--- src/rtl/seq_detect_scheduler_pkg.sv ---
// seq_detect_scheduler_pkg: shared state encodings and detector pattern
package seq_detect_scheduler_pkg;
  typedef enum logic [1:0] {IDLE = 2'd0, SHIFT = 2'd1, REPORT = 2'd2} ctl_t;
  typedef enum logic [1:0] {S0 = 2'd0, S1 = 2'd1, S2 = 2'd2, S3 = 2'd3} det_t;
  localparam logic [3:0] PATTERN = 4'b1010;
endpackage

--- src/rtl/seq_detect_scheduler_if.sv ---
// seq_detect_scheduler_if: requester-side request/grant/result bundle
interface seq_detect_scheduler_if #(
  parameter int N_REQ  = 4,
  parameter int WORD_W = 8,
  parameter int CNT_W  = 4
);
  logic [N_REQ-1:0]        req;
  logic [N_REQ*WORD_W-1:0] word;
  logic [N_REQ-1:0]        gnt;
  logic [N_REQ-1:0]        done;
  logic [CNT_W-1:0]        match_cnt;
  modport master (output req, word, input gnt, done, match_cnt);
  modport slave (input req, word, output gnt, done, match_cnt);
endinterface

--- src/rtl/seq_detect_scheduler_seq1010_serial_det.sv ---
// seq1010_serial_det: overlapping Mealy 1010 detector with synchronous clear
module seq1010_serial_det
  import seq_detect_scheduler_pkg::*;
(
  input  logic clk,
  input  logic reset,
  input  logic clr,
  input  logic en,
  input  logic bit_in,
  output logic hit
);
  det_t st, nxt;
  // hit only on the closing bit of the pattern while enabled
  assign hit = en && st == S3 && bit_in == PATTERN[0];
  // next-state table; a hit falls back to S2 so overlapping matches count
  always_comb begin
    nxt = S0;
    case (st)
      S0: nxt = bit_in ? S1 : S0;
      S1: nxt = bit_in ? S1 : S2;
      S2: nxt = bit_in ? S3 : S0;
      S3: nxt = bit_in ? S1 : S2;
      default: nxt = S0;
    endcase
  end
  // state register, cleared by reset or by the controller between words
  always_ff @(posedge clk) begin
    st <= (reset || clr) ? S0 : en ? nxt : st;
  end
endmodule

--- src/rtl/seq_detect_scheduler.sv ---
// seq_detect_scheduler: round-robin time-sharing of one serial 1010 detector
module seq_detect_scheduler
  import seq_detect_scheduler_pkg::*;
#(
  parameter int N_REQ  = 4,
  parameter int WORD_W = 8,
  parameter int CNT_W  = 4
) (
  input  logic                         clk,
  input  logic                         reset,
  seq_detect_scheduler_if.slave        bus,
  output logic                         busy,
  output logic                         ser_bit,
  output logic                         det_hit
);
  localparam int PW = N_REQ > 1 ? $clog2(N_REQ) : 1;
  localparam int BW = WORD_W > 1 ? $clog2(WORD_W) : 1;
  ctl_t              state, nxt_state;
  logic [PW-1:0]     ptr, g, sel;
  logic              found, last, hit;
  logic [WORD_W-1:0] shift_reg;
  logic [BW-1:0]     bit_cnt;
  logic [CNT_W-1:0]  cnt, nxt_cnt;
  seq1010_serial_det u_det (
    .clk    (clk),
    .reset  (reset),
    .clr    (state == IDLE),
    .en     (state == SHIFT),
    .bit_in (ser_bit),
    .hit    (hit)
  );
  assign found     = |bus.req;
  assign last      = bit_cnt == BW'(WORD_W - 1);
  assign ser_bit   = shift_reg[WORD_W-1];
  assign det_hit   = hit;
  assign busy      = state != IDLE;
  assign nxt_cnt   = cnt + CNT_W'(hit);
  assign bus.done  = state == REPORT ? bus.gnt : '0;
  // pick the first requester at or after the pointer, wrapping
  always_comb begin
    sel = '0;
    for (int i = N_REQ - 1; i >= 0; i--) begin
      if (bus.req[(int'(ptr) + i) % N_REQ]) sel = PW'((int'(ptr) + i) % N_REQ);
    end
  end
  // controller next state
  always_comb begin
    nxt_state = IDLE;
    nxt_state = state == IDLE  ? (found ? SHIFT : IDLE) :
                state == SHIFT ? (last ? REPORT : SHIFT) : IDLE;
  end
  // controller state register
  always_ff @(posedge clk) begin
    state <= reset ? IDLE : nxt_state;
  end
  // grant, serializer, match counting and pointer advance
  always_ff @(posedge clk) begin
    if (reset) begin
      bus.gnt       <= '0;
      bus.match_cnt <= '0;
      ptr           <= '0;
      g             <= '0;
      shift_reg     <= '0;
      bit_cnt       <= '0;
      cnt           <= '0;
    end else if (state == IDLE && found) begin
      bus.gnt   <= N_REQ'(1) << sel;
      g         <= sel;
      shift_reg <= bus.word[int'(sel)*WORD_W +: WORD_W];
      bit_cnt   <= '0;
      cnt       <= '0;
    end else if (state == SHIFT) begin
      shift_reg <= shift_reg << 1;
      bit_cnt   <= bit_cnt + 1'b1;
      cnt       <= nxt_cnt;
      if (last) bus.match_cnt <= nxt_cnt;
    end else if (state == REPORT) begin
      bus.gnt <= '0;
      ptr     <= g == PW'(N_REQ - 1) ? '0 : g + 1'b1;
    end
  end
endmodule

--- src/flat_wrapper.sv ---
// flat-port wrapper written by rule: the top's interface ports become plain ports
module seq_detect_scheduler_flat import seq_detect_scheduler_pkg::*;
#(
  parameter int N_REQ  = 4,
  parameter int WORD_W = 8,
  parameter int CNT_W  = 4
)
  (clk, reset, busy, ser_bit, det_hit, bus_req, bus_word, bus_gnt, bus_done, bus_match_cnt);
  seq_detect_scheduler_if #(.N_REQ(N_REQ), .WORD_W(WORD_W), .CNT_W(CNT_W)) bus_i ();
  input  logic clk;
  input  logic reset;
  output logic busy;
  output logic ser_bit;
  output logic det_hit;
  input wire logic [$bits(bus_i.req)-1:0] bus_req;
  input wire logic [$bits(bus_i.word)-1:0] bus_word;
  output wire logic [$bits(bus_i.gnt)-1:0] bus_gnt;
  output wire logic [$bits(bus_i.done)-1:0] bus_done;
  output wire logic [$bits(bus_i.match_cnt)-1:0] bus_match_cnt;
  assign bus_i.req = bus_req;
  assign bus_i.word = bus_word;
  assign bus_gnt = bus_i.gnt;
  assign bus_done = bus_i.done;
  assign bus_match_cnt = bus_i.match_cnt;
  seq_detect_scheduler #(.N_REQ(N_REQ), .WORD_W(WORD_W), .CNT_W(CNT_W)) u_core (.clk(clk), .reset(reset), .bus(bus_i), .busy(busy), .ser_bit(ser_bit), .det_hit(det_hit));
endmodule
--- config.mk ---
export PLATFORM = sky130hd
export DESIGN_NAME = seq_detect_scheduler_flat
export DESIGN_NICKNAME = d
export VERILOG_FILES = /design/src/rtl/seq_detect_scheduler_pkg.sv /design/src/rtl/seq_detect_scheduler_if.sv /design/src/rtl/seq_detect_scheduler_seq1010_serial_det.sv /design/src/rtl/seq_detect_scheduler.sv /design/src/flat_wrapper.sv
export SDC_FILE = /design/constraint.sdc
export NUM_CORES = 1
export LEC_CHECK = 0
export ABC_AREA = 0
export CAP_MARGIN = 20
export CELL_PAD_IN_SITES_DETAIL_PLACEMENT = 1
export CELL_PAD_IN_SITES_GLOBAL_PLACEMENT = 1
export CORE_ASPECT_RATIO = 1.25
export CORE_MARGIN = 2
export CORE_UTILIZATION = 34
export CTS_CLUSTER_DIAMETER = 120
export CTS_CLUSTER_SIZE = 24
export DETAILED_ROUTE_END_ITERATION = 6
export PLACE_DENSITY_LB_ADDON = 0.1
export SYNTH_ARGS = -nofsm -noshare
export SYNTH_HDL_FRONTEND = slang
export SYNTH_HIERARCHICAL = 1
export SYNTH_SLANG_ARGS = --single-unit
--- constraint.sdc ---
create_clock -name clk -period 2.67 [get_ports clk]
set_clock_uncertainty 0.05 [all_clocks]
set_input_delay 0.267 -clock clk [delete_from_list [all_inputs] [get_ports clk]]
set_output_delay 0.267 -clock clk [all_outputs]
set_load 0.03 [all_outputs]
==> run_results.csv <==
group,metric,value,unit
global_route,gr-total-overflow,0,
critical_path,crit_slowest_cell,"o221ai_4",
power,p_leak,0.869,nW
clock_tree,postCtsSetupBuffers,0,
synth,syn_inst,191,
worst_hold_path,worstHoldStart,"u_core/bit_cnt[2]",
clock_tree,cts_root_buffer,"clkbuf_8",
synth,synthAdderAreaFrac,3.73,%
synth,yosysTopAreaCellShare,37.0,%
synth,synth.area.mux_share,13.7,%
finish,layout-drive-gt1-share,8.20,%
sta,fin_tns_setup,0,ps
sta,maxSlewViolCount,0,
routing,drtPass1Iterations,4,
synth,synth_edf_count,0,
critical_path,path_max_fanout,19,
routing,via_per_inst,5.24,
clock_tree,clk_latency,270,ps
critical_path,critPathCaptureType,"register",
synth,ys_ff_latch,31,
global_route,globalRouteTotalUtil,18.3,%
routing,drc,0,
routing,num_vias,1592,
critical_path,cp.required,2750,ps
clock_tree,cts_hold_buf,0,
worst_hold_path,hp-class,"reg -> reg",
critical_path,startpoint,"bus_req[0]",
sta,clock.fmax,447,MHz
synth,ys_types,39,
clock_tree,clk_pin_slew,60,ps
synth,synth.area.top_cells,"dfxtp_1, mux2i_1, mux2_2",
synth,ys_async_sr_fraction,0,%
clock_tree,cts_resized,0,
status,status,"completed",
power,powerDensity,464,mW/mm2
synth,synthesis.nets,234,
clock_tree,clk_path_buf_depth,2,
clock_tree,cts_max_level,2,
finish,largest_reg_flops,8,
floorplanning,die_width,66.8,um
clock_tree,cts.sinks,31,
finish,syn_to_final_growth,38.8,%
finish,fin_cells,304,
sta,period_needed,2230,ps
synth,synth_top_family_by_area,"compound AO/OA/AOI/OAI gates",
global_route,first_global_vias,1699,
synth,ys_seq_area_share,37.0,%
critical_path,crit_path_start_kind,"input port",
sta,maxSlewHeadroom,50.7,%
synth,yosys.area_share.simple,18.8,%
synth,synth_xor_area_share,2.61,%
placement,portBuffers,52,
critical_path,crit_buf_inv,1,
power,ir_drop,0.000215,V
critical_path,reg2reg_slack,510,ps
placement,hpwl,3.54,mm
finish,multi_input_area,985,um2
synth,synth_top_area_cell,"dfxtp_1",
clock_tree,cts_buffers,5,
floorplanning,dieHeight,82.5,um
global_route,grt_antenna_before_repair,0,
floorplanning,fp-row-count,28,
power,combPwrFrac,21.5,%
worst_hold_path,hold_depth,2,
placement,place_ws,147,ps
sta,worst_pin_slew,739,ps
synth,synth_area_per_cell,8.78,um2
critical_path,cp.arrival,2320,ps
finish,antennaDiodeCount,0,
synth,synthFlopType,"dfxtp_1",
critical_path,cp_top_family,"compound AO/OA/AOI/OAI gates",
synth,synth-compound-area-share,19.9,%
finish,n_fill_cell,587,
sta,worst_slack,435,ps
critical_path,timing.rr.end,"u_core/shift_reg[1]",
sta,finalSetupViolations,0,
sta,rsz0062_at_grt,"no",
placement,place_inst,296,
finish,stdcell_area,0.00233,mm2
routing,post_drt_wl_per_cell,15.4,um
global_route,grt_max_degree,22,
critical_path,reg2reg_depth,5,
placement,finalWeightedCongestion,0.669,
power,p_seq_share,46.4,%
power,clockPowerShare,32.0,%
synth,yosysWarnings,6,
sta,fin_hold_ws,418,ps
power,internal_power,0.786,mW
global_route,grt_first_pass_wirelength,7.69,mm
power,fin_total_pwr,1.08,mW
critical_path,crit_end,"u_core/shift_reg[1]",
critical_path,path_cells,"clkdlybuf4s50_1, a21boi_0, o221ai_4, mux2_2, o31ai_1, a31oi_1",
critical_path,path_class,"in -> reg",
placement,dpl-instance-area,0.00225,mm2
power,netSwitchingFraction,27.2,%
critical_path,cp_num_cells,6,
routing,drt_wl_total,4.68,mm
sta,post-route-period-util,83.7,%
floorplanning,initial_core_util,35.4,%
finish,nets,286,
routing,dr.first_iter.drc_count,63,
synth,syn-cell-area,0.00168,mm2
finish,regArea,621,um2
floorplanning,die_area,0.00551,mm2
run,maxCapViolCount,0,
critical_path,slowest_delay,630,ps
power,p_sw,0.293,mW
floorplanning,io_pins,53,
sta,hold_violations,0,
clock_tree,cts_tree,"yes",
critical_path,rr_startpoint,"u_core/ptr[1]",
finish,final_util,49.2,%
floorplanning,fp.coreArea,0.00473,mm2
routing,ant_nets,0,
cells in the final DEF (no fill, tap or decap), types with 2 or more instances in the layout:
cell type,instances
clkdlybuf4s50_1,52
dfxtp_1,31
nand2_1,24
nor2_1,22
mux2i_1,14
a31oi_1,10
mux2_2,8
and2_1,7
a21oi_1,6
clkbuf_8,5
o31ai_1,5
ha_1,5
nand2b_1,4
inv_1,4
nor2b_1,4
o21bai_1,4
nand3_1,4
buf_4,4
xnor2_1,3
clkbuf_1,2
a22oi_1,2
xor2_1,2
a211oi_1,2
a32oi_1,2
o21ai_0,2
o211ai_1,2
worst min-delay path, delay by kind of cell (launching register included):
kind	cells	cell delay [ps]
DFF	1	310
and+or+nand+nor	1	50
AOI/OAI and AO/OA	1	50
layout make-up:
class / instances / area share, %
Clock buffer: 7 / 3.28
Clock inverter: 1 / 0.215
Inverter: 4 / 0.645
Multi-Input combinational cell: 145 / 42.3
Sequential cell: 31 / 26.7
Tap cell: 60 / 3.23
Timing Repair Buffer: 56 / 23.7
cells in the mapped netlist (2+ instances only):
library cell and count:
o21bai_1 4, a32oi_1 2, inv_1 4, a211oi_1 2
o31ai_1 5, a21oi_1 6, xor2_1 2, nand2_1 24
mux2i_1 14, nand3_1 4, nor2_1 22, ha_1 5
o21ai_0 2, buf_2 3, a22oi_1 2, dfxtp_1 31
o211ai_1 2, nand2b_1 4, nor2b_1 4, a31oi_1 10
clkbuf_1 6, and2_1 7, xnor2_1 3, mux2_2 8
routing by layer:
layer / wire [um] / track usage, % / vias to the layer above
met4: 0 / 3.67 / 0
met1: 1930 / 19.4 / 779
met3: 124 / 4.20 / 0
met5: 0 / 0 / -
met2: 2620 / 36.4 / 27
li1: - / - / 786
power groups by stage:
| stage | Clock, mW | Combinational (mW) | Sequential (mW) |
|---|---|---|---|
| after floorplan | 0 | 0.123 | 0.516 |
| after global placement | 0 | 0.224 | 0.509 |
| after detailed placement | 0 | 0.233 | 0.511 |
| after CTS | 0.357 | 0.234 | 0.501 |
| after global routing | 0.384 | 0.253 | 0.503 |
| final | 0.346 | 0.233 | 0.501 |
logic make-up after synthesis:
kind of cell               count (synthesis)
and+or+nand+nor                           69
AOI/OAI and AO/OA                         44
DFF                                       31
muxes                                     22
buffers and inverters                     15
xor gates and xnor gates                   5
adders and majority gates                  5
worst min path at each step:
stage                                    end  slack [ps]
after floorplan           u_core/u_det/st[1]         280
after global placement     u_core/bit_cnt[2]         400
after detailed placement   u_core/bit_cnt[2]         410
after CTS                  u_core/bit_cnt[2]         420
after global routing       u_core/bit_cnt[2]         460
final                      u_core/bit_cnt[2]         420
No activity file was read; power rests on OpenSTA's default activity.
